**src/rtl/alarm_sequencer.sv**
```systemverilog
// Alarm playback controller: watches BCD time against the alarm/snooze target and
// streams the stored clip from the sample ROM at the audio sample rate.
module alarm_sequencer #(
  parameter int CLK_HZ      = 50000000,
  parameter int SAMPLE_HZ   = 8000,
  parameter int NUM_SAMPLES = 19832,
  parameter int ADDR_W      = 15,
  parameter int REPEATS     = 3,
  parameter int SNOOZE_MIN  = 5
) (
  input  logic                     CLOCK_50,
  input  logic                     reset,
  input  logic [31:0]              time_bcd,
  input  logic [31:0]              alarm_bcd,
  input  logic                     alarm_enable,
  input  logic                     stop,
  input  logic                     snooze,
  output logic                     rom_rd,
  output logic [ADDR_W-1:0]        rom_addr,
  input  logic signed [15:0]       rom_data,
  output logic signed [15:0]       sample_out,
  output logic                     sample_valid,
  output logic                     playing,
  output logic                     snoozed
);

  localparam int DATA_W = 16;
  localparam int DIV    = CLK_HZ / SAMPLE_HZ;
  localparam int TICK_W = (DIV > 1) ? $clog2(DIV) : 1;

  typedef enum logic [1:0] {
    S_IDLE,
    S_WAIT,
    S_PLAY,
    S_SNOOZE
  } state_t;

  state_t state, state_next;

  logic [TICK_W-1:0]        tick_cnt;
  logic [3:0]               repeat_cnt;
  logic                     match_q;
  logic                     snz_match_q;
  logic [31:0]              target;
  logic                     vld_p1;
  logic signed [DATA_W-1:0] sample_p1;

  logic alarm_match, snz_match, trig_alarm, trig_snz;
  logic rd, last_rd, start_play, vld_d;

  // Add SNOOZE_MIN minutes to a BCD time, carrying into hours and wrapping at 24h.
  function automatic logic [31:0] add_snooze(input logic [31:0] t);
    logic [7:0] mins;
    logic [7:0] hrs;
    mins = 8'(t[23:20]) * 8'd10 + 8'(t[19:16]) + 8'(SNOOZE_MIN);
    hrs  = 8'(t[31:28]) * 8'd10 + 8'(t[27:24]);
    if (mins >= 8'd60) begin
      mins = mins - 8'd60;
      hrs  = (hrs >= 8'd23) ? 8'd0 : hrs + 8'd1;
    end
    return {4'(hrs / 8'd10), 4'(hrs % 8'd10), 4'(mins / 8'd10), 4'(mins % 8'd10), t[15:0]};
  endfunction

  assign alarm_match = (time_bcd == alarm_bcd);
  assign snz_match   = (time_bcd == target);
  assign trig_alarm  = alarm_match && !match_q;
  assign trig_snz    = snz_match && !snz_match_q;
  assign rd          = (state == S_PLAY) && (tick_cnt == '0);
  assign last_rd     = rd && (rom_addr == ADDR_W'(NUM_SAMPLES - 1))
                          && (repeat_cnt == 4'(REPEATS - 1));

  always_ff @(posedge CLOCK_50 or posedge reset) begin
    if (reset) state <= S_IDLE;
    else       state <= state_next;
  end

  always_comb begin
    state_next = state;
    start_play = 1'b0;
    vld_d      = 1'b0;
    case (state)
      S_IDLE: begin
        if (alarm_enable) state_next = S_WAIT;
      end
      S_WAIT: begin
        if (trig_alarm) begin
          state_next = S_PLAY;
          start_play = 1'b1;
        end
      end
      S_PLAY: begin
        vld_d = rd;
        if (stop) begin
          state_next = S_WAIT;
          vld_d      = 1'b0;
        end else if (snooze) begin
          state_next = S_SNOOZE;
          vld_d      = 1'b0;
        end else if (last_rd) begin
          // The final read still completes; only aborts drop the pending read.
          state_next = S_WAIT;
        end
      end
      S_SNOOZE: begin
        if (stop) begin
          state_next = S_WAIT;
        end else if (trig_snz) begin
          state_next = S_PLAY;
          start_play = 1'b1;
        end
      end
      default: state_next = S_IDLE;
    endcase
    if (!alarm_enable) begin
      state_next = S_IDLE;
      start_play = 1'b0;
      vld_d      = 1'b0;
    end
  end

  assign rom_rd  = rd;
  assign playing = (state == S_PLAY);
  assign snoozed = (state == S_SNOOZE);

  // Stage p0: sample-rate tick, ROM address and repeat bookkeeping
  always_ff @(posedge CLOCK_50 or posedge reset) begin
    if (reset) begin
      tick_cnt    <= '0;
      rom_addr    <= '0;
      repeat_cnt  <= '0;
      match_q     <= 1'b0;
      snz_match_q <= 1'b0;
    end else begin
      match_q     <= alarm_match;
      snz_match_q <= snz_match;
      if (start_play) begin
        tick_cnt   <= '0;
        rom_addr   <= '0;
        repeat_cnt <= '0;
      end else if (state == S_PLAY) begin
        tick_cnt <= (tick_cnt == TICK_W'(DIV - 1)) ? '0 : tick_cnt + 1'b1;
        if (rd) begin
          if (rom_addr == ADDR_W'(NUM_SAMPLES - 1)) begin
            rom_addr   <= '0;
            repeat_cnt <= repeat_cnt + 4'd1;
          end else begin
            rom_addr <= rom_addr + 1'b1;
          end
        end
      end
    end
  end

  always_ff @(posedge CLOCK_50) begin
    if (state == S_PLAY && state_next == S_SNOOZE) target <= add_snooze(time_bcd);
  end

  // Stage p1: ROM data returns; the output mux shows it in the same cycle as the valid pulse
  always_ff @(posedge CLOCK_50 or posedge reset) begin
    if (reset) begin
      vld_p1    <= 1'b0;
      sample_p1 <= '0;
    end else begin
      vld_p1 <= vld_d;
      if (state_next != S_PLAY) sample_p1 <= '0;
      else if (vld_p1)          sample_p1 <= rom_data;
    end
  end

  assign sample_valid = vld_p1;
  assign sample_out   = vld_p1 ? rom_data : sample_p1;

endmodule

```
**config.mk**
```make
export PLATFORM = sky130hd
export DESIGN_NAME = alarm_sequencer
export DESIGN_NICKNAME = d
export VERILOG_FILES = /design/src/rtl/alarm_sequencer.sv
export SDC_FILE = /design/constraint.sdc
export NUM_CORES = 1
export LEC_CHECK = 0
export CORE_MARGIN = 8
export CORE_UTILIZATION = 54
export CTS_CLUSTER_SIZE = 10
export DETAILED_ROUTE_END_ITERATION = 7
export GPL_ROUTABILITY_DRIVEN = 0
export PLACE_DENSITY_LB_ADDON = 0.05
export SLEW_MARGIN = 20
export SYNTH_ARGS = -nofsm -noshare
export SYNTH_HDL_FRONTEND = slang
export SYNTH_SLANG_ARGS = --single-unit
```
**constraint.sdc**
```tcl
create_clock -name CLOCK_50 -period 7.61 [get_ports CLOCK_50]
set_clock_uncertainty 0.1 [all_clocks]
set_input_delay 1.1415 -clock CLOCK_50 [delete_from_list [all_inputs] [get_ports CLOCK_50]]
set_output_delay 1.1415 -clock CLOCK_50 [all_outputs]
set_load 0.01 [all_outputs]
```
==> flow_metrics.tcl <==
set metrics [dict create \
    status "finished, final reports clean" \
    muxShareOfSynthArea_pct 4.420 \
    cp_max_fo 13 \
    ys.flop_type "dfrtp_1" \
    async_flop_share_pct 62.35 \
    critPathSlowestCell "clkdlybuf4s50_1" \
    min_from "tick_cnt[12]$_DFFE_PP0P_" \
    cts_setup_buffers 0 \
    cts.htree.levels 3 \
    final_common_cell "clkdlybuf4s50_1" \
    synth_top_family_by_area "simple AND/OR/NAND/NOR gates" \
    routed_wl_mm 18.03 \
    hold_viol_final 0 \
    core_area_um2 12010 \
    area.growth.synth_to_final_pct 24.03 \
    synthTopCellsByArea "dfrtp_1 20%, edfxtp_1 15%, xor2_1 11%, ha_1 5.7%, nor2_1 3.6%" \
    syn-cell-area_um2 6624 \
    power_density_nw_per_um2 218.0 \
    slowest_delay_ns 0.67 \
    synth_top_area_share_pct 20.02 \
    grt_start_max_net_pins 54 \
    track_usage_pct 22.46 \
    yosys.area_share.simple_pct 20.66 \
    final_cell_mix "119 x clkdlybuf4s50_1, 84 x xor2_1, 62 x nor2_1, 53 x dfrtp_1, 37 x nand2_1" \
    synthAdderAreaFrac_pct 7.027 \
    cap_violations 0 \
    ys.warnings.count 0 \
    cp-startpoint "time_bcd[23]" \
    cp.arrival_ns 6.81 \
    synth_xor_area_share_pct 14.90 \
    clock_path_buffers 2 \
    syn-num-nets 831 \
    detail_route.wl_per_cell_um 18.47 \
    rsz0062_at_grt "no" \
    post-dp-hpwl_mm 14.12 \
    synth_cell_types 72 \
    maxSlewHeadroom_pct 38.99 \
    crit_type "primary input to register" \
    cts_tree "yes" \
    worst_slew_pin_slew_ns 0.9141 \
    worstPathRequired_ns 7.60 \
    rows 40 \
    period_minus_slack_ns 6.822 \
    numCtsBuffers 9 \
    drcViolationCount 0 \
    synth_area_leader_cell "dfrtp_1" \
    drt_iter0_drc 497 \
    die_w_um 126.8 \
    drive_gt1_share_pct 7.720 \
    hold_buffers 0 \
    grt_first_pass_wirelength_mm 29.53 \
    io_pins 120 \
    cp-end-kind "register" \
    final_util_pct 68.40 \
    r2r_start "target[28]$_DFFE_PP_" \
    die-area_um2 16070 \
    start_util_pct 55.15 \
    crit_top_cell "ha_1" \
    n_antenna_cell 0 \
    globalRouteOverflowTotal 0 \
    cts_sinks 85 \
    clk_latency_ns 0.34 \
    yosysSeqAreaShare_pct 34.53 \
    vias 5772 \
    fmax_mhz 146.6 \
    crit_chain "clkdlybuf4s50_1 > ha_1 > ha_1 > inv_1 > fa_1 > a211oi_1 > mux2i_1 > or2_1 > a21boi_0 > ha_1 > maj3_1 > or3_1 > o21ai_0 > nor3_1 > a211oi_1 > a21oi_1 > mux2i_1 > ha_1 > a21oi_1 > xnor2_1" \
    cts.clk_slew.worst_paths_ns 0.07 \
    cts_root_buffer "clkbuf_16" \
    setup_violations 0 \
    postPlaceCellArea_um2 7931 \
    drv_slew 0 \
    synth_compound_area_share_pct 14.92 \
    portBuffers 119 \
    grt_pass1_vias 5845 \
    drt_pre_antenna_iters 5 \
    fin_setup_tns_ns 0 \
    final.period_utilization_pct 89.64 \
    nets 943 \
    design_area_um2 8215 \
    path_delay_family "adder cells" \
    cts_resized 0 \
    peakVddDrop_mv 0.2219 \
    ys_seq_elements 85 \
    grt_antenna_before_repair 0 \
    synthCells 712 \
    crit_path_start_kind "primary input" \
    leakage_uw 0.003366 \
    synth_edf_count 32 \
    crit_buf_inv 2 \
    hold_path_class "register to register" \
    detail-route-antenna-nets 0 \
    postSynthAreaPerCell_um2 9.303 \
    die_h_um 126.8 \
    vias_per_cell 5.914 \
]
[power by group]
group | switching (µW) | internal (µW) | total (µW)
Clock | 192 | 226 | 418
Combinational | 496 | 368 | 865
Sequential | 0.534 | 507 | 508
Total | 689 | 1100 | 1790
[worst paths after layout]
| path | end | slack, ns | depth (start not counted) |
|---|---|---|---|
| min | tick_cnt[12]$_DFFE_PP0P_ | 0.41 | 1 |
| max reg2reg | rom_addr[14]$_DFFE_PP0P_ | 3.85 | 11 |
| max in group asynchronous | repeat_cnt[0]$_DFFE_PP0P_ | 5.67 | 2 |
| min reg2reg | tick_cnt[12]$_DFFE_PP0P_ | 0.41 | 1 |
| max | target[19]$_DFFE_PP_ | 0.79 | 20 |
| min in group asynchronous | tick_cnt[4]$_DFFE_PP0P_ | 1.19 | 2 |
[cells in the mapped netlist, drive strengths merged, types with 7 or more instances]
library cell  instances
xor2                 86
nor2                 65
dfrtp                53
o21ai                38
nand2                37
inv                  35
a21oi                32
edfxtp               32
ha                   30
and3                 28
xnor2                25
mux2                 18
nand4                18
nor4                 18
nand3                16
clkbuf               14
a211oi               10
nor3                 10
and2                  9
mux2i                 9
nor2b                 9
or3                   9
buf                   8
nand2b                8
and4                  7
o22ai                 7
[final cells by class]
cell class                      instances  area, µm²
Inverter                               35      132.6
Clock inverter                          7      55.05
Multi-Input combinational cell        570       4110
Timing Repair Buffer                  123       1221
Tap cell                              147      183.9
Clock buffer                            9      225.2
Fill cell                             967       3796
Sequential cell                        85       2287
[stage by stage]
| step | setup WS, ns | cells | power, µW | hold WS [ns] |
|---|---|---|---|---|
| 6_report | 0.7882 | 976 | 1791 | 0.4133 |
| 5_1_grt | 0.4036 | 976 | 1901 | 0.4391 |
| 4_1_cts | 0.8485 | 976 | 1786 | 0.4005 |
| 2_1_floorplan | 1.856 | 712 | 1168 | 0.3581 |
| 3_5_place_dp | 0.5102 | 960 | 1365 | 0.3872 |
| 3_3_place_gp | 0.8271 | 960 | 1333 | 0.3918 |
[flip-flops by register name, indices dropped and copies added (netlist names)]
signal and cells:
snz_match_q 1, target 32, repeat_cnt 4, sample_valid 1, sample_p1 16, state 2
rom_addr 15, match_q 1, tick_cnt 13
[routing by layer]
layer,GRT usage [%],vias up,wire (µm)
li1,-,2816,-
met1,26.67,2753,7483
met2,41.07,175,9403
met3,2.974,28,754
met4,6.998,0,388
met5,0,-,0
[cell families (layout without fill, tap and decap cells)]
kind of cell	Yosys count	after routing
buffers and inverters	57	174
flip-flops	85	85
AO/OA/AOI/OAI	144	144
XOR/XNOR	111	111
adder cells (fa/ha/maj)	35	35
AND/OR/NAND/NOR	253	253
multiplexers	27	27
(Power assumes the default switching activity.)
